<file path="src/rtl/tile_sequencer_if.sv">
// Tile sequencer bus: command handshake, unified-memory port and MMU port.
//   master modport: the sequencer (drives strobes/data toward memory and MMU)
//   slave  modport: the environment (control unit, memory, MMU)
// Signals:
//   cmd_valid/cmd_ready/cmd_op/cmd_addr  command handshake and fields
//   mem_rd_en/mem_wr_en/mem_addr         memory strobes and address
//   mem_rd_data/mem_wr_data              memory read/write rows
//   weight_data/weight_valid/weight_row  weight rows to the MMU
//   input_data/input_valid               skewed input lanes to the MMU
//   acc_rd_en/acc_row/acc_data           accumulator row readback
//   busy/done/err                        status
interface tile_sequencer_if #(
  parameter int unsigned N      = 2,
  parameter int unsigned DATA_W = 8,
  parameter int unsigned ADDR_W = 13
);
  localparam int unsigned RowW = $clog2(N);

  logic                cmd_valid;
  logic                cmd_ready;
  logic [1:0]          cmd_op;
  logic [ADDR_W-1:0]   cmd_addr;
  logic                mem_rd_en;
  logic                mem_wr_en;
  logic [ADDR_W-1:0]   mem_addr;
  logic [N*DATA_W-1:0] mem_rd_data;
  logic [N*DATA_W-1:0] mem_wr_data;
  logic [N*DATA_W-1:0] weight_data;
  logic                weight_valid;
  logic [RowW-1:0]     weight_row;
  logic [N*DATA_W-1:0] input_data;
  logic [N-1:0]        input_valid;
  logic                acc_rd_en;
  logic [RowW-1:0]     acc_row;
  logic [N*DATA_W-1:0] acc_data;
  logic                busy;
  logic                done;
  logic                err;

  modport master (
    input  cmd_valid, cmd_op, cmd_addr, mem_rd_data, acc_data,
    output cmd_ready, mem_rd_en, mem_wr_en, mem_addr, mem_wr_data,
           weight_data, weight_valid, weight_row, input_data, input_valid,
           acc_rd_en, acc_row, busy, done, err
  );

  modport slave (
    output cmd_valid, cmd_op, cmd_addr, mem_rd_data, acc_data,
    input  cmd_ready, mem_rd_en, mem_wr_en, mem_addr, mem_wr_data,
           weight_data, weight_valid, weight_row, input_data, input_valid,
           acc_rd_en, acc_row, busy, done, err
  );
endinterface

</file>
<file path="src/rtl/tile_sequencer.sv">
// Tile sequencer: runs one LOAD_WEIGHT / LOAD_INPUT / STORE command at a time.
// Loads read N memory rows (base+r); weights go straight to the MMU, input rows
// are diagonally skewed (lane j delayed j cycles). STORE reads N accumulator
// rows and writes them to memory at base+r. Opcode 00 only pulses err.
// Ports:
//   clk    clock
//   reset  synchronous active-high reset; all outputs forced to 0 while high
//   bus    tile_sequencer_if.master (command, memory and MMU signals)
module tile_sequencer #(
  parameter int unsigned N      = 2,
  parameter int unsigned DATA_W = 8,
  parameter int unsigned ADDR_W = 13
) (
  input logic                 clk,
  input logic                 reset,
  tile_sequencer_if.master    bus
);
  localparam int unsigned RowW    = $clog2(N);
  localparam int unsigned CntW    = $clog2(N + 1);
  localparam int unsigned SkewLen = N * (N - 1) / 2;

  typedef enum logic [2:0] {StIdle, StRead, StStoreRd, StDrain, StDone} state_e;
  typedef enum logic [1:0] {
    OpRsvd  = 2'b00,
    OpLoadW = 2'b01,
    OpLoadI = 2'b10,
    OpStore = 2'b11
  } op_e;

  // Lane j (j >= 1) owns skew stages [lane_off(j), lane_off(j)+j-1].
  function automatic int unsigned lane_off(input int unsigned j);
    return j * (j - 1) / 2;
  endfunction

  state_e                    state_q, state_d;
  op_e                       op_q, op_d;
  logic [ADDR_W-1:0]         base_q, base_d;
  logic [CntW-1:0]           cnt_q, cnt_d;     // rows already issued
  logic [CntW-1:0]           drain_q, drain_d;
  logic                      mem_rd_en_q, mem_rd_en_d;
  logic                      mem_wr_en_q, mem_wr_en_d;
  logic [ADDR_W-1:0]         mem_addr_q, mem_addr_d;
  logic                      acc_rd_en_q, acc_rd_en_d;
  logic [RowW-1:0]           acc_row_q, acc_row_d;
  logic                      done_q, done_d;
  logic                      err_q, err_d;
  logic                      rd_vld_q, rd_vld_d;  // mem_rd_data holds a requested row
  logic [RowW-1:0]           rd_row_q, rd_row_d;
  logic [N-2:0]              iv_q, iv_d;          // iv_q[k]: input valid delayed k+1
  logic [SkewLen*DATA_W-1:0] skew_q, skew_d;

  logic         in_vld;
  logic         wv;
  logic [N-1:0] lane_vld;

  // Next-state logic
  always_comb begin
    state_d     = state_q;
    op_d        = op_q;
    base_d      = base_q;
    cnt_d       = cnt_q;
    drain_d     = drain_q;
    mem_rd_en_d = 1'b0;
    acc_rd_en_d = 1'b0;
    acc_row_d   = acc_row_q;
    done_d      = 1'b0;
    err_d       = 1'b0;
    mem_addr_d  = mem_addr_q;
    rd_vld_d    = mem_rd_en_q;
    // Rows always return in order 0..N-1, so the index just counts valid beats.
    rd_row_d    = rd_vld_q ? rd_row_q + RowW'(1) : '0;
    // Accumulator row read last cycle is written back this cycle.
    mem_wr_en_d = acc_rd_en_q;
    if (acc_rd_en_q) begin
      mem_addr_d = base_q + ADDR_W'(acc_row_q);
    end

    unique case (state_q)
      StIdle: begin
        if (bus.cmd_valid) begin
          op_d   = op_e'(bus.cmd_op);
          base_d = bus.cmd_addr;
          unique case (op_e'(bus.cmd_op))
            OpRsvd: err_d = 1'b1;
            OpStore: begin
              state_d     = StStoreRd;
              acc_rd_en_d = 1'b1;
              acc_row_d   = '0;
              cnt_d       = CntW'(1);
            end
            default: begin
              state_d     = StRead;
              mem_rd_en_d = 1'b1;
              mem_addr_d  = bus.cmd_addr;
              cnt_d       = CntW'(1);
            end
          endcase
        end
      end
      StRead: begin
        if (cnt_q == CntW'(N)) begin
          state_d = StDrain;
          // Input lanes need N-1 extra cycles for the deepest skew stage.
          drain_d = (op_q == OpLoadI) ? CntW'(N - 1) : '0;
        end else begin
          mem_rd_en_d = 1'b1;
          mem_addr_d  = base_q + ADDR_W'(cnt_q);
          cnt_d       = cnt_q + CntW'(1);
        end
      end
      StStoreRd: begin
        if (cnt_q == CntW'(N)) begin
          state_d = StDrain;
          drain_d = '0;
        end else begin
          acc_rd_en_d = 1'b1;
          acc_row_d   = RowW'(cnt_q);
          cnt_d       = cnt_q + CntW'(1);
        end
      end
      StDrain: begin
        if (drain_q == '0) begin
          state_d = StDone;
          done_d  = 1'b1;
        end else begin
          drain_d = drain_q - CntW'(1);
        end
      end
      StDone:  state_d = StIdle;
      default: state_d = StIdle;
    endcase
  end

  // Skew pipelines shift every cycle; output gating by lane valid hides stale data.
  always_comb begin
    in_vld = rd_vld_q && (op_q == OpLoadI);
    iv_d   = iv_q;
    iv_d[0] = in_vld;
    for (int unsigned k = 1; k < N - 1; k++) begin
      iv_d[k] = iv_q[k-1];
    end
    skew_d = skew_q;
    for (int unsigned j = 1; j < N; j++) begin
      skew_d[lane_off(j)*DATA_W +: DATA_W] = bus.mem_rd_data[j*DATA_W +: DATA_W];
      for (int unsigned s = 1; s < j; s++) begin
        skew_d[(lane_off(j)+s)*DATA_W +: DATA_W] =
          skew_q[(lane_off(j)+s-1)*DATA_W +: DATA_W];
      end
    end
  end

  always_ff @(posedge clk) begin
    if (reset) begin
      state_q     <= StIdle;
      op_q        <= OpRsvd;
      base_q      <= '0;
      cnt_q       <= '0;
      drain_q     <= '0;
      mem_rd_en_q <= 1'b0;
      mem_wr_en_q <= 1'b0;
      mem_addr_q  <= '0;
      acc_rd_en_q <= 1'b0;
      acc_row_q   <= '0;
      done_q      <= 1'b0;
      err_q       <= 1'b0;
      rd_vld_q    <= 1'b0;
      rd_row_q    <= '0;
      iv_q        <= '0;
      skew_q      <= '0;
    end else begin
      state_q     <= state_d;
      op_q        <= op_d;
      base_q      <= base_d;
      cnt_q       <= cnt_d;
      drain_q     <= drain_d;
      mem_rd_en_q <= mem_rd_en_d;
      mem_wr_en_q <= mem_wr_en_d;
      mem_addr_q  <= mem_addr_d;
      acc_rd_en_q <= acc_rd_en_d;
      acc_row_q   <= acc_row_d;
      done_q      <= done_d;
      err_q       <= err_d;
      rd_vld_q    <= rd_vld_d;
      rd_row_q    <= rd_row_d;
      iv_q        <= iv_d;
      skew_q      <= skew_d;
    end
  end

  // Outputs: registered state, forced to 0 while reset is asserted.
  always_comb begin
    wv       = !reset && rd_vld_q && (op_q == OpLoadW);
    lane_vld = '0;
    lane_vld[0] = !reset && in_vld;
    for (int unsigned j = 1; j < N; j++) begin
      lane_vld[j] = !reset && iv_q[j-1];
    end

    bus.cmd_ready    = !reset && (state_q == StIdle);
    bus.busy         = !reset && (state_q != StIdle);
    bus.done         = !reset && done_q;
    bus.err          = !reset && err_q;
    bus.mem_rd_en    = !reset && mem_rd_en_q;
    bus.mem_wr_en    = !reset && mem_wr_en_q;
    bus.mem_addr     = reset ? '0 : mem_addr_q;
    bus.mem_wr_data  = (!reset && mem_wr_en_q) ? bus.acc_data : '0;
    bus.acc_rd_en    = !reset && acc_rd_en_q;
    bus.acc_row      = reset ? '0 : acc_row_q;
    bus.weight_valid = wv;
    bus.weight_data  = wv ? bus.mem_rd_data : '0;
    bus.weight_row   = wv ? rd_row_q : '0;
    bus.input_valid  = lane_vld;

    bus.input_data = '0;
    if (lane_vld[0]) begin
      bus.input_data[DATA_W-1:0] = bus.mem_rd_data[DATA_W-1:0];
    end
    for (int unsigned j = 1; j < N; j++) begin
      if (lane_vld[j]) begin
        bus.input_data[j*DATA_W +: DATA_W] = skew_q[(lane_off(j)+j-1)*DATA_W +: DATA_W];
      end
    end
  end

endmodule

</file>
<file path="src/flat_wrapper.sv">
// flat-port wrapper written by rule: the top's interface ports become plain ports
module tile_sequencer_flat 
#(
  parameter int unsigned N      = 2,
  parameter int unsigned DATA_W = 8,
  parameter int unsigned ADDR_W = 13
)
  (clk, reset, bus_cmd_valid, bus_cmd_op, bus_cmd_addr, bus_mem_rd_data, bus_acc_data, bus_cmd_ready, bus_mem_rd_en, bus_mem_wr_en, bus_mem_addr, bus_mem_wr_data, bus_weight_data, bus_weight_valid, bus_weight_row, bus_input_data, bus_input_valid, bus_acc_rd_en, bus_acc_row, bus_busy, bus_done, bus_err);
  tile_sequencer_if #(.N(N), .DATA_W(DATA_W), .ADDR_W(ADDR_W)) bus_i ();
  input logic clk;
  input logic reset;
  input wire logic [$bits(bus_i.cmd_valid)-1:0] bus_cmd_valid;
  input wire logic [$bits(bus_i.cmd_op)-1:0] bus_cmd_op;
  input wire logic [$bits(bus_i.cmd_addr)-1:0] bus_cmd_addr;
  input wire logic [$bits(bus_i.mem_rd_data)-1:0] bus_mem_rd_data;
  input wire logic [$bits(bus_i.acc_data)-1:0] bus_acc_data;
  output wire logic [$bits(bus_i.cmd_ready)-1:0] bus_cmd_ready;
  output wire logic [$bits(bus_i.mem_rd_en)-1:0] bus_mem_rd_en;
  output wire logic [$bits(bus_i.mem_wr_en)-1:0] bus_mem_wr_en;
  output wire logic [$bits(bus_i.mem_addr)-1:0] bus_mem_addr;
  output wire logic [$bits(bus_i.mem_wr_data)-1:0] bus_mem_wr_data;
  output wire logic [$bits(bus_i.weight_data)-1:0] bus_weight_data;
  output wire logic [$bits(bus_i.weight_valid)-1:0] bus_weight_valid;
  output wire logic [$bits(bus_i.weight_row)-1:0] bus_weight_row;
  output wire logic [$bits(bus_i.input_data)-1:0] bus_input_data;
  output wire logic [$bits(bus_i.input_valid)-1:0] bus_input_valid;
  output wire logic [$bits(bus_i.acc_rd_en)-1:0] bus_acc_rd_en;
  output wire logic [$bits(bus_i.acc_row)-1:0] bus_acc_row;
  output wire logic [$bits(bus_i.busy)-1:0] bus_busy;
  output wire logic [$bits(bus_i.done)-1:0] bus_done;
  output wire logic [$bits(bus_i.err)-1:0] bus_err;
  assign bus_i.cmd_valid = bus_cmd_valid;
  assign bus_i.cmd_op = bus_cmd_op;
  assign bus_i.cmd_addr = bus_cmd_addr;
  assign bus_i.mem_rd_data = bus_mem_rd_data;
  assign bus_i.acc_data = bus_acc_data;
  assign bus_cmd_ready = bus_i.cmd_ready;
  assign bus_mem_rd_en = bus_i.mem_rd_en;
  assign bus_mem_wr_en = bus_i.mem_wr_en;
  assign bus_mem_addr = bus_i.mem_addr;
  assign bus_mem_wr_data = bus_i.mem_wr_data;
  assign bus_weight_data = bus_i.weight_data;
  assign bus_weight_valid = bus_i.weight_valid;
  assign bus_weight_row = bus_i.weight_row;
  assign bus_input_data = bus_i.input_data;
  assign bus_input_valid = bus_i.input_valid;
  assign bus_acc_rd_en = bus_i.acc_rd_en;
  assign bus_acc_row = bus_i.acc_row;
  assign bus_busy = bus_i.busy;
  assign bus_done = bus_i.done;
  assign bus_err = bus_i.err;
  tile_sequencer #(.N(N), .DATA_W(DATA_W), .ADDR_W(ADDR_W)) u_core (.clk(clk), .reset(reset), .bus(bus_i));
endmodule
</file>
<file path="config.mk">
export PLATFORM = sky130hd
export DESIGN_NAME = tile_sequencer_flat
export DESIGN_NICKNAME = d
export VERILOG_FILES = /design/src/rtl/tile_sequencer_if.sv /design/src/rtl/tile_sequencer.sv /design/src/flat_wrapper.sv
export SDC_FILE = /design/constraint.sdc
export NUM_CORES = 1
export LEC_CHECK = 0
export CAP_MARGIN = 10
export CORE_MARGIN = 8
export CORE_UTILIZATION = 44
export DETAILED_ROUTE_END_ITERATION = 10
export HOLD_SLACK_MARGIN = 0.12
export PLACE_DENSITY = 0.81
export SYNTH_ARGS = -nofsm -noshare
export SYNTH_HDL_FRONTEND = slang
export SYNTH_SLANG_ARGS = --single-unit
</file>
<file path="constraint.sdc">
create_clock -name clk -period 1.9 [get_ports clk]
set_input_delay 0.38 -clock clk [delete_from_list [all_inputs] [get_ports clk]]
set_output_delay 0.38 -clock clk [all_outputs]
set_load 0.01 [all_outputs]
</file>
# --- Yosys cells after proc, flatten, opt, wreduce, memory -nomap -nowiden ---
# Index checks and enable logic that the tools add are counted.
classes:
  n_mul: 0
  n_shift: 0
  n_reduce_logical: 30
  n_eq_ne: 17
  mux: 39
  order_cmp: 0
  addsub: 5
  div: 0
  bitwise: 4
op_table:
  columns: ["cell", "n"]
  rows:
  - ["13-bit two-way mux", 5]
  - ["16-bit two-way mux", 2]
  - ["13-bit one-hot mux with 2 select lines", 1]
  - ["8-bit two-way mux", 2]
  - ["4-bit AND reduction", 4]
  - ["13-bit by 1-bit adder with 13-bit output", 1]
  - ["13-bit by 2-bit adder with 13-bit output", 1]
  - ["1-bit two-way mux", 13]
  - ["1-bit logical AND", 12]
  - ["2-bit two-way mux", 6]
  - ["2-bit inequality test, second input constant", 6]
  - ["3-bit two-way mux", 3]
  - ["3-bit one-hot mux with 3 select lines", 1]
  - ["2-bit by 1-bit inequality test with 1-bit output, second input constant", 4]
  - ["2-bit OR reduction", 4]
  - ["2-bit == test, second input constant", 3]
  - ["3-bit by 2-bit == test with 1-bit output, second input constant", 2]
  - ["1-bit one-hot mux with 2 select lines", 3]
  - ["2-bit one-hot mux with 3 select lines", 1]
  - ["3-bit one-hot mux with 2 select lines", 1]
  - ["3-bit nonzero test", 2]
  - ["2-bit zero test", 2]
  - ["1-bit NOT", 4]
  - ["2-bit one-hot mux with 2 select lines", 1]
  - ["other kinds (10)", 11]
totals:
  wordCells: 111
  romBits: 0
  memories: 0
  output_inout_bits: 73
  ram_bits: 0
  latchBits: 0
  regBits: 52

# --- Logic depth before layout (Yosys ltp) ---
# Gate-level depths: netlist (run 1).
depth:
  depth_word: 5
  depth_mapped: 8
  depth_no_buf: 7

# --- Worst setup path after synthesis (run 1) ---
# No wires, ideal clock.
synth_path:
  path_type: "input -> output"
  startpoint: "in reset"
  endpoint: "out bus_weight_data[10]"
  path_stages: 4
  t_arrival_ps: 1501
  path_buffers: 1
  slack_ps: 19
  path_cell_list: "nand2b_1 > nor3b_1 > clkbuf_1 > and2_1"
synth_via:
  elab_chain_cells: 4
synth_rtl:
  columns: ["element", "line", "source"]
  rows:
  - ["from (decl)", "flat_wrapper.sv:11", "input logic reset;"]
  - ["1-bit zero test", "tile_sequencer.sv:192", "wv = !reset && rd_vld_q && (op_q == OpLoadW);"]
  - ["1-bit logical AND (2 in a row)", "tile_sequencer.sv:192", null]
  - ["named net bus_weight_valid", "flat_wrapper.sv:23", "output wire logic [$bits(bus_i.weight_valid)-1:0] bus_weight_valid;"]
  - ["16-bit two-way mux", "tile_sequencer.sv:210", "bus.weight_data = wv ? bus.mem_rd_data : '0;"]
  - ["to (decl)", "flat_wrapper.sv:22", "output wire logic [$bits(bus_i.weight_data)-1:0] bus_weight_data;"]
# The timed path passes the listed nets, and every way through them passes these cells.

# --- Final worst setup path (run 1) ---
layout_path:
  startpoint: "reg u_core.rd_vld_q"
  endpoint: "out bus_weight_data[14]"
layout_via:
  elab_chain_cells: 3
layout_rtl:
  columns: ["element", "line", "source"]
  rows:
  - ["from (decl)", "tile_sequencer.sv:47", "logic rd_vld_q, rd_vld_d;"]
  - ["from (signal assigned)", "tile_sequencer.sv:183", "rd_vld_q <= rd_vld_d;"]
  - ["1-bit logical AND (2 in a row)", "tile_sequencer.sv:192", null]
  - ["16-bit two-way mux", "tile_sequencer.sv:210", null]
# No other way between the ends.

==> impl_metrics.env, run 1 <==
export IMPL_status="complete, but fails checks"
export IMPL_violations="setup timing"
export IMPL_cp_common_cell="buf_6"
export IMPL_fp_dieW_um=99.9
export IMPL_synth_simple_area_share_pct=35.5
export IMPL_hpwl_um=7440
export IMPL_p_total_mw=3.82
export IMPL_drt_iter0_markers=115
export IMPL_synth_edf_count=0
export IMPL_grt_ovfl_total=0
export IMPL_slew_viol_final=0
export IMPL_finalWirelength_um=10000
export IMPL_hold_viol_final=0
export IMPL_drc_errors=0
export IMPL_syn2layout_area_growth_pct=55.6
export IMPL_skew_ns=0.00433
export IMPL_synthesis_instances=387
export IMPL_synthArstFlopShare_pct=0
export IMPL_pre_cts_slack_ns=-0.274
export IMPL_hold_slack_ns=0.414
export IMPL_crit_path_start_kind="flop"
export IMPL_io_pins=123
export IMPL_finalCritPeriodShare_pct=102
export IMPL_num_rows=30
export IMPL_avgSynthCellArea_um2=8.00
export IMPL_r2r_cells=7
export IMPL_cts_sinks=52
export IMPL_fin_nets=595
export IMPL_hp_class="reg2reg"
export IMPL_grt_pass1_vias=3058
export IMPL_cap_violations=0
export IMPL_setup_ws_ns=-0.0288
export IMPL_yosys_mux_area_fraction_pct=0.687
export IMPL_rsz0062_at_grt="yes"
export IMPL_num_vias=3199
export IMPL_synth_top_family_by_area="simple AND/OR/NAND/NOR gates"
export IMPL_synthAdderAreaFrac_pct=3.88
export IMPL_cts_buffers=5
export IMPL_critPathSlowestCell="dfxtp_2"
export IMPL_power_density_mw_per_mm2=793
export IMPL_worstHoldPathCells=1
export IMPL_cp_depth=7
export IMPL_r2r_slack_ns=0.08
export IMPL_start_util_pct=45.5
export IMPL_clk_pin_slew_ns=0.09
export IMPL_grt_antenna_before_repair=0
export IMPL_die_y_um=99.9
export IMPL_max_freq_mhz=518
export IMPL_grt_usage_pct=19.5
export IMPL_cp_max_fo=4
export IMPL_gp_congestion=0.953
export IMPL_p_leak_nw=2.26
export IMPL_yosysSeqAreaShare_pct=33.6
export IMPL_grt_pass1_wl_um=15900
export IMPL_crit_required_ns=1.52
export IMPL_path_cells="nand2b_4 -> nor3b_4 -> buf_4 -> buf_6 -> buf_6 -> and2_4 -> buf_6"
export IMPL_cts_hold_buf=0
export IMPL_crit_arrival_ns=1.55
export IMPL_cts_root_buf="clkbuf_8"
export IMPL_synth_cell_type_count=47
export IMPL_via_per_inst=5.05
export IMPL_die_area_mm2=0.00997
export IMPL_grt_max_degree=27
export IMPL_crit_buf_inv=4
export IMPL_crit_path_end_kind="output port"
export IMPL_portBuffers=122
export IMPL_worstSkewPairLatency_ns=0.30
export IMPL_synth_seq_cells=52
export IMPL_wl_per_cell_um=15.9
export IMPL_cts_tree="built"
export IMPL_crit_family="buffers and inverters"
export IMPL_syn_area_mm2=0.00309
export IMPL_cpPeakStageDelay_ns=0.36
export IMPL_crit_type="reg2out"
export IMPL_synth_top_flop_cell="dfxtp_1"
export IMPL_layout_drive_gt1_share_pct=22.7
export IMPL_h_tree_depth=2
export IMPL_postRouteAntennaNets=0
export IMPL_ys_warn_count=0
export IMPL_ir_worst_vdd_v=0.000502
export IMPL_final_common_cell="dfxtp_1"
export IMPL_slew_headroom_pct=76.6
export IMPL_clockBufferDepth=2
export IMPL_fin_crit_ns=1.93
export IMPL_worst_pin_slew_ns=0.351
export IMPL_layout_common_cells="50 x dfxtp_1, 48 x clkdlybuf4s50_1, 45 x dlygate4sd2_1, 42 x and2_1, 39 x nand2_1"
export IMPL_n_antenna_cell=0
export IMPL_detailedRoute_firstPassIterationCount=8
export IMPL_core_area_mm2=0.00679
export IMPL_setup_violations_final=4
export IMPL_synth_compound_area_share_pct=14.0
export IMPL_synth_nets=446
export IMPL_synth_xor_area_share_pct=6.75
[report_power, final]
group | switching [mW] | internal [mW]
clock | 0.355 | 0.465
combinational | 0.825 | 0.760
sequential | 0.136 | 1.28
[cells by family after synthesis]
| group | Yosys count |
|---|---|
| AND/OR/NAND/NOR | 200 |
| flip-flops | 52 |
| multiplexers | 2 |
| buffers and inverters | 34 |
| AO/OA/AOI/OAI | 67 |
| XOR/XNOR | 23 |
| adder cells (fa/ha/maj) | 9 |
[metal layers]
| metal | vias up | global-route usage (%) | part of all wire [%] |
|---|---|---|---|
| met5 | - | 0 | 0 |
| met4 | 0 | 8.27 | 2.0 |
| met3 | 15 | 3.94 | 7.3 |
| met2 | 143 | 34.3 | 50 |
| met1 | 1448 | 22.2 | 41 |
| li1 | 1593 | - | - |
[through the flow]
stage	std cells	cell area, µm²	setup TNS, ns	util [%]
3_3_place_gp	611	4550	-9.73	67.0
3_5_place_dp	611	4550	-10.89	67.0
6_report	633	4810	-0.0713	70.8
2_1_floorplan	387	3090	0	-
5_1_grt	633	4810	-0.433	70.8
4_1_cts	632	4690	-0.653	69.0
[Yosys cell counts, types with 2 or more instances]
| master | count | area, µm² |
|---|---|---|
| buf_2 | 2 | 10.0 |
| buf_1 | 2 | 7.51 |
| or3_1 | 3 | 18.8 |
| xor2_1 | 17 | 149 |
| xnor2_1 | 5 | 43.8 |
| buf_4 | 6 | 45.0 |
| a222oi_1 | 5 | 50.1 |
| o21ai_0 | 5 | 25.0 |
| nand2b_1 | 4 | 25.0 |
| nor3b_1 | 7 | 52.6 |
| nor2b_1 | 30 | 188 |
| a21oi_1 | 33 | 165 |
| buf_6 | 2 | 22.5 |
| nor2_1 | 36 | 135 |
| and2_1 | 53 | 332 |
| inv_1 | 5 | 18.8 |
| and4_1 | 2 | 17.5 |
| clkbuf_2 | 2 | 10.0 |
| nand4_2 | 2 | 25.0 |
| a211o_1 | 8 | 70.1 |
| nor3_1 | 4 | 20.0 |
| clkbuf_1 | 15 | 56.3 |
| nand4_1 | 4 | 25.0 |
| dfxtp_1 | 52 | 1040 |
| nand2_1 | 41 | 154 |
| a22oi_1 | 8 | 60.1 |
| ha_1 | 8 | 100 |
| a211oi_1 | 2 | 15.0 |
| nand3_1 | 6 | 30.0 |
[state kept, by name, summed over array words and instances, names as in the netlist]
signal,cells
u_core.base_q,13
u_core.mem_addr_q,13
u_core.skew_q,8
u_core.state_q,3
u_core.cnt_q,2
u_core.drain_q,2
u_core.op_q,2
u_core.acc_rd_en_q,1
u_core.acc_row_q,1
u_core.done_q,1
u_core.err_q,1
u_core.iv_q,1
u_core.mem_rd_en_q,1
u_core.mem_wr_en_q,1
u_core.rd_row_q,1
u_core.rd_vld_q,1
[final timing paths]
kind	start	endpoint
setup / recovery	u_core.rd_vld_q	bus_weight_data[14]
hold / removal	u_core.rd_row_q	u_core.rd_row_q
setup reg to reg	u_core.cnt_q[0]	u_core.mem_addr_q[12]
hold reg to reg	u_core.rd_row_q	u_core.rd_row_q
[cell type report]
cell class / instances / area, µm²
Multi-Input combinational cell: 301 / 1990
Clock inverter: 1 / 30.0
Sequential cell: 52 / 1040
Timing Repair Buffer: 171 / 1510
Fill cell: 575 / 1980
Inverter: 5 / 18.8
Tap cell: 96 / 120
Clock buffer: 7 / 96.3
[worst reg2reg max path, stage by stage, from the launching register on]
cell and delay, ns:
dfxtp_1 0.35, ha_1 0.24, fa_1 0.42, nand3_2 0.16, nor3_1 0.07, xor2_1 0.15
a22oi_1 0.25, a21oi_2 0.07
[what timing repair did]
action | 4_1_cts | 5_1_grt
gates resized for setup | 146 | 59
pin swaps | 11 | 7
cloned | 4 | 1
endpoints found under the hold margin | 0 | 0
endpoints found under the setup margin | 73 | 39
setup buffers | 9 | 3
(Power assumes the default switching activity.)
==> run 2: changes to the inputs <==
--- a/config.mk
+++ b/config.mk
@@ -7,10 +7,10 @@
 export LEC_CHECK = 0
 export CAP_MARGIN = 10
 export CORE_MARGIN = 8
-export CORE_UTILIZATION = 44
+export CORE_UTILIZATION = 40
 export DETAILED_ROUTE_END_ITERATION = 10
 export HOLD_SLACK_MARGIN = 0.12
-export PLACE_DENSITY = 0.81
+export PLACE_DENSITY = 0.78
 export SYNTH_ARGS = -nofsm -noshare
 export SYNTH_HDL_FRONTEND = slang
 export SYNTH_SLANG_ARGS = --single-unit
==> constraint.sdc (replaced) <==
create_clock -name clk -period 1.6 [get_ports clk]
set_input_delay 0.32 -clock clk [delete_from_list [all_inputs] [get_ports clk]]
set_output_delay 0.32 -clock clk [all_outputs]
set_load 0.01 [all_outputs]
==> impl_metrics.env, run 2 (same netlist as run 1, synthesis figures left out) <==
export IMPL_crit_arrival_ns=1.61
export IMPL_hp_class="in2reg"
export IMPL_final_area_mm2=0.00524
export IMPL_die_y_um=104
export IMPL_wl_per_cell_um=17.8
export IMPL_cpPeakStageDelay_ns=0.33
export IMPL_fillCellCount=564
export IMPL_via_per_inst=5.20
export IMPL_crit_path_start_kind="flop"
export IMPL_die_area_mm2=0.0108
export IMPL_io_pins=123
export IMPL_p_leak_nw=2.32
export IMPL_setup_violations_final=37
export IMPL_fin_util_pct=68.9
export IMPL_cts_buffers=5
export IMPL_fin_tns_setup_ns=-5.61
export IMPL_grt_ovfl_total=0
export IMPL_finalCritPeriodShare_pct=121
export IMPL_skew_ns=0.0150
export IMPL_worst_pin_slew_ns=0.328
export IMPL_slew_viol_final=0
export IMPL_num_vias=3428
export IMPL_crit_path_end_kind="output port"
export IMPL_detailedRoute_firstPassIterationCount=6
export IMPL_hpwl_um=7960
export IMPL_fin_cells=659
export IMPL_clockBufferDepth=2
export IMPL_cts_sinks=52
export IMPL_dp_cells=631
export IMPL_cap_violations=0
export IMPL_power_density_mw_per_mm2=928
export IMPL_cts_tree="built"
export IMPL_gp_congestion=0.833
export IMPL_slew_headroom_pct=77.9
export IMPL_layout_drive_gt1_share_pct=39.1
export IMPL_cts_hold_buf=0
export IMPL_num_rows=32
export IMPL_violations="setup timing"
export IMPL_cp_common_cell="buf_6"
export IMPL_fp_dieW_um=104
export IMPL_fin_crit_ns=1.93
export IMPL_grt_pass1_vias=3428
export IMPL_ir_worst_vdd_v=0.000476
export IMPL_pre_cts_slack_ns=-0.803
export IMPL_setup_ws_ns=-0.335
export IMPL_critPathSlowestCell="dfxtp_1"
export IMPL_dpl_cell_area_mm2=0.00472
export IMPL_rsz0062_at_grt="yes"
export IMPL_clk_pin_slew_ns=0.10
export IMPL_start_util_pct=40.7
export IMPL_finalWirelength_um=11800
export IMPL_cp_max_fo=3
export IMPL_status="complete, but fails checks"
export IMPL_final_common_cell="clkdlybuf4s50_1"
export IMPL_h_tree_depth=2
export IMPL_grt_usage_pct=19.8
export IMPL_n_antenna_cell=0
export IMPL_fin_nets=615
export IMPL_hold_viol_final=0
export IMPL_max_freq_mhz=517
export IMPL_core_area_mm2=0.00761
export IMPL_grt_max_degree=38
export IMPL_worstSkewPairLatency_ns=0.32
export IMPL_crit_type="reg2out"
export IMPL_path_cells="nand2b_1 -> nor3b_4 -> buf_6 -> buf_6 -> buf_6 -> and2_4 -> buf_6"
export IMPL_portBuffers=122
export IMPL_cts_root_buf="clkbuf_8"
export IMPL_crit_required_ns=1.28
export IMPL_postRouteAntennaNets=0
export IMPL_top_regs="u_core.base_q (13), u_core.mem_addr_q (13), u_core.skew_q (8)"
export IMPL_syn2layout_area_growth_pct=69.4
export IMPL_layout_common_cells="45 x clkdlybuf4s50_1, 44 x buf_6, 44 x buf_4, 40 x dfxtp_1, 39 x nand2_1"
export IMPL_drt_iter0_markers=253
export IMPL_grt_antenna_before_repair=0
export IMPL_drc_errors=0
export IMPL_grt_pass1_wl_um=17800
-- run 2: per-stage QoR --
step / hold slack [ns] / total power, mW
6_report: 0.364 / 4.86
5_1_grt: 0.376 / 5.13
4_1_cts: 0.402 / 4.65
3_5_place_dp: 0.403 / 3.73
3_3_place_gp: 0.397 / 3.68
2_1_floorplan: 0.384 / 2.84
-- run 2: cell type report --
cell class	instances	area (µm²)	share of cell area, %
repair buffers	191	1730	32.9
clock buffers	5	68.8	1.31
multi-input cells	301	2210	42.2
inverters	5	18.8	0.358
clock inverters	3	21.3	0.406
well taps	102	128	2.43
flip-flops and latches	52	1070	20.4
-- run 2: critical path, delay by kind of cell, from the launching register on --
kind                   cells  cell delay (ns)
flip-flops                 1             0.33
AND/OR/NAND/NOR            3             0.54
buffers and inverters      4             0.43
-- run 2: path summary, 6_finish.rpt --
path | startpoint | slack [ns] | depth (start not counted) | endpoint
setup / recovery | u_core.rd_vld_q | -0.33 | 7 | bus_weight_data[1]
hold / removal | bus_cmd_op[0] | 0.36 | 4 | u_core.op_q[0]
setup reg to reg | u_core.cnt_q[1] | -0.09 | 7 | u_core.mem_addr_q[6]
hold reg to reg | u_core.rd_row_q | 0.42 | 1 | u_core.rd_row_q
-- run 2: layer usage --
metal	GRT usage, %	up-vias	share of wire [%]	wire (µm)
met5	0	-	0	0
met1	22.0	1618	41	4770
li1	-	1628	-	-
met4	5.69	0	2.1	242
met2	36.5	160	51	6040
met3	4.52	22	6.0	701
-- run 2: timing repair --
action                     in CTS  in global routing
cloned                          5                  1
setup endpoints to repair      88                 76
resized for setup             300                 89
pin swaps                      19                 28
buffers inserted               10                  7
-- run 2: power by group --
part | switching (mW) | internal, mW | total, mW
sequential | 0.179 | 1.53 | 1.71
clock | 0.462 | 0.311 | 0.774
combinational | 1.18 | 1.20 | 2.38
==> run 3: changes to the inputs <==
--- a/config.mk
+++ b/config.mk
@@ -5,12 +5,13 @@
 export SDC_FILE = /design/constraint.sdc
 export NUM_CORES = 1
 export LEC_CHECK = 0
+export ABC_AREA = 1
 export CAP_MARGIN = 10
 export CORE_MARGIN = 8
-export CORE_UTILIZATION = 40
+export CORE_UTILIZATION = 44
 export DETAILED_ROUTE_END_ITERATION = 10
 export HOLD_SLACK_MARGIN = 0.12
-export PLACE_DENSITY = 0.78
+export PLACE_DENSITY = 0.8
 export SYNTH_ARGS = -nofsm -noshare
 export SYNTH_HDL_FRONTEND = slang
 export SYNTH_SLANG_ARGS = --single-unit
==> constraint.sdc (replaced) <==
create_clock -name clk -period 2.2 [get_ports clk]
set_input_delay 0.44 -clock clk [delete_from_list [all_inputs] [get_ports clk]]
set_output_delay 0.44 -clock clk [all_outputs]
set_load 0.01 [all_outputs]
==> impl_metrics.env, run 3 <==
export IMPL_status="finished clean"
export IMPL_synth_edf_count=0
export IMPL_multi_input_area_mm2=0.00166
export IMPL_avgSynthCellArea_um2=6.23
export IMPL_hp_class="reg2reg"
export IMPL_slew_headroom_pct=64.7
export IMPL_cts_tree="built"
export IMPL_slew_viol_final=0
export IMPL_yosysSeqAreaShare_pct=32.6
export IMPL_synthArstFlopShare_pct=0
export IMPL_cap_violations=0
export IMPL_pre_cts_slack_ns=-0.00182
export IMPL_grt_max_degree=54
export IMPL_fin_nets=695
export IMPL_hold_viol_final=0
export IMPL_regArea_mm2=0.00104
export IMPL_top_regs="u_core.base_q (13), u_core.mem_addr_q (13), u_core.skew_q (8)"
export IMPL_num_vias=3502
export IMPL_fin_tns_setup_ns=0
export IMPL_synth_largest_area_cell="dfxtp_1"
export IMPL_synth_top_flop_cell="dfxtp_1"
export IMPL_synth_seq_cells=52
export IMPL_cts_buffers=5
export IMPL_clk_pin_slew_ns=0.10
export IMPL_cts_sinks=52
export IMPL_ir_worst_vdd_v=0.000708
export IMPL_via_per_inst=4.76
export IMPL_drt_iter0_markers=166
export IMPL_crit_path_end_kind="output port"
export IMPL_core_area_mm2=0.00714
export IMPL_synthesis_instances=512
export IMPL_drc_errors=0
export IMPL_num_rows=31
export IMPL_fin_util_pct=65.9
export IMPL_cts_root_buf="clkbuf_8"
export IMPL_h_tree_depth=2
export IMPL_max_freq_mhz=467
export IMPL_cp_max_fo=17
export IMPL_setup_ws_ns=0.0582
export IMPL_finalWirelength_um=9850
export IMPL_syn_area_mm2=0.00319
export IMPL_fin_crit_ns=2.14
export IMPL_crit_path_start_kind="input pin"
export IMPL_worstSkewPairLatency_ns=0.32
export IMPL_clockBufferDepth=2
export IMPL_die_area_mm2=0.0102
export IMPL_crit_arrival_ns=1.70
export IMPL_start_util_pct=44.7
export IMPL_worst_pin_slew_ns=0.530
export IMPL_syn2layout_area_growth_pct=47.4
export IMPL_grt_pass1_wl_um=15800
export IMPL_synth_top_area_share_pct=32.6
export IMPL_portBuffers=122
export IMPL_gp_congestion=0.934
export IMPL_synth_nets=571
export IMPL_finalCritPeriodShare_pct=97.4
export IMPL_final_common_cell="nor2_1"
export IMPL_postRouteAntennaNets=0
export IMPL_power_density_mw_per_mm2=839
export IMPL_grt_pass1_vias=3475
export IMPL_crit_type="in2out"
export IMPL_hpwl_um=7840
export IMPL_wl_per_cell_um=13.4
export IMPL_crit_required_ns=1.76
export IMPL_fp_dieW_um=101
export IMPL_cts_hold_buf=0
export IMPL_fillCellCount=689
export IMPL_n_antenna_cell=0
export IMPL_p_total_mw=3.94
export IMPL_grt_ovfl_total=0
export IMPL_layout_drive_gt1_share_pct=8.16
export IMPL_detailedRoute_firstPassIterationCount=4
export IMPL_hold_slack_ns=0.417
export IMPL_p_leak_nw=2.45
export IMPL_layout_common_cells="104 x nor2_1, 96 x inv_1, 87 x nand2_1, 87 x clkdlybuf4s50_1, 51 x dfxtp_1"
export IMPL_io_pins=123
export IMPL_skew_ns=0.00748
export IMPL_die_y_um=101
export IMPL_synth_top_cells_by_count="105 x nor2_1, 97 x inv_1, 88 x nand2_1, 52 x dfxtp_1, 38 x a21oi_1"
export IMPL_grt_antenna_before_repair=0
export IMPL_ys_warn_count=0
export IMPL_yosysMostFrequentCell="nor2_1"
export IMPL_netlist_top_cells_area="dfxtp_1 33%, nor2_1 12%, inv_1 11%"
export IMPL_setup_violations_final=0
export IMPL_synth_cell_type_count=40
export IMPL_grt_usage_pct=19.0
run 3: changes by cell type in the layout (fill, tap and decap cells not counted), moves of 16 or more:
cell / change
nand3_1: +22
inv_1: +92
and2_1: -28
nor2b_1: -28
clkdlybuf4s50_1: +42
buf_4: -32
o21ai_0: +20
buf_6: -44
and2_4: -24
buf_2: -19
nand2_1: +48
nor2_1: +74
dlymetal6s2s_1: +16
run 3: final cells by class:
type / count / area share (%)
multi-input cells: 337 / 35.3
repair buffers: 136 / 29.1
flip-flops and latches: 52 / 22.2
inverters: 104 / 8.35
well taps: 99 / 2.63
clock buffers: 5 / 1.46
clock inverters: 3 / 0.984
run 3: worst max-delay path: stages:
cell and delay [ns]:
buf_2 0.10, inv_1 0.08, buf_4 0.17, nand2_1 0.10, buf_12 0.16, nor2_1 0.09
clkdlybuf4s50_1 0.56
run 3: metrics by stage:
step,cell area [µm²],instances
after floorplan,3190,512
after global placement,4560,728
after detailed placement,4560,728
after CTS,4660,736
after global routing,4700,736
final,4700,736
run 3: kinds of logic (layout without fill, tap and decap cells):
logic type | after synthesis | after routing | synth area share (%)
AND/OR/NAND/NOR | 244 | 244 | 33.4
adder cells (fa/ha/maj) | 9 | 9 | 3.76
buffers and inverters | 123 | 248 | 15.5
flip-flops | 52 | 52 | 32.6
XOR/XNOR | 4 | 4 | 1.10
AO/OA/AOI/OAI | 80 | 80 | 13.7
run 3: worst paths after layout:
| check | startpoint | end | slack, ns | cells past startpoint |
|---|---|---|---|---|
| min | u_core.rd_row_q | u_core.rd_row_q | 0.42 | 1 |
| min reg2reg | u_core.rd_row_q | u_core.rd_row_q | 0.42 | 1 |
| max | reset | bus_mem_wr_data[0] | 0.06 | 7 |
| max reg2reg | u_core.base_q[0] | u_core.mem_addr_q[8] | 0.38 | 8 |
run 3: repair_timing:
item / 4_1_cts / 5_1_grt
cloned: 0 / 0
endpoints found under the setup margin: 25 / 25
buffers inserted: 0 / 0
gates resized for setup: 19 / 19
run 3: power by group:
part / switching [mW] / leakage (nW) / internal, mW
sequential: 0.203 / 0.428 / 1.18
clock: 0.342 / 0.0548 / 0.343
combinational: 1.10 / 1.97 / 0.773
run 3: per-layer routing:
metal	vias to the layer above	GRT usage (%)	routed length, µm
met4	0	5.27	129
met1	1580	22.5	3940
li1	1815	-	-
met2	96	34.4	5220
met5	-	0	0
met3	11	2.96	565
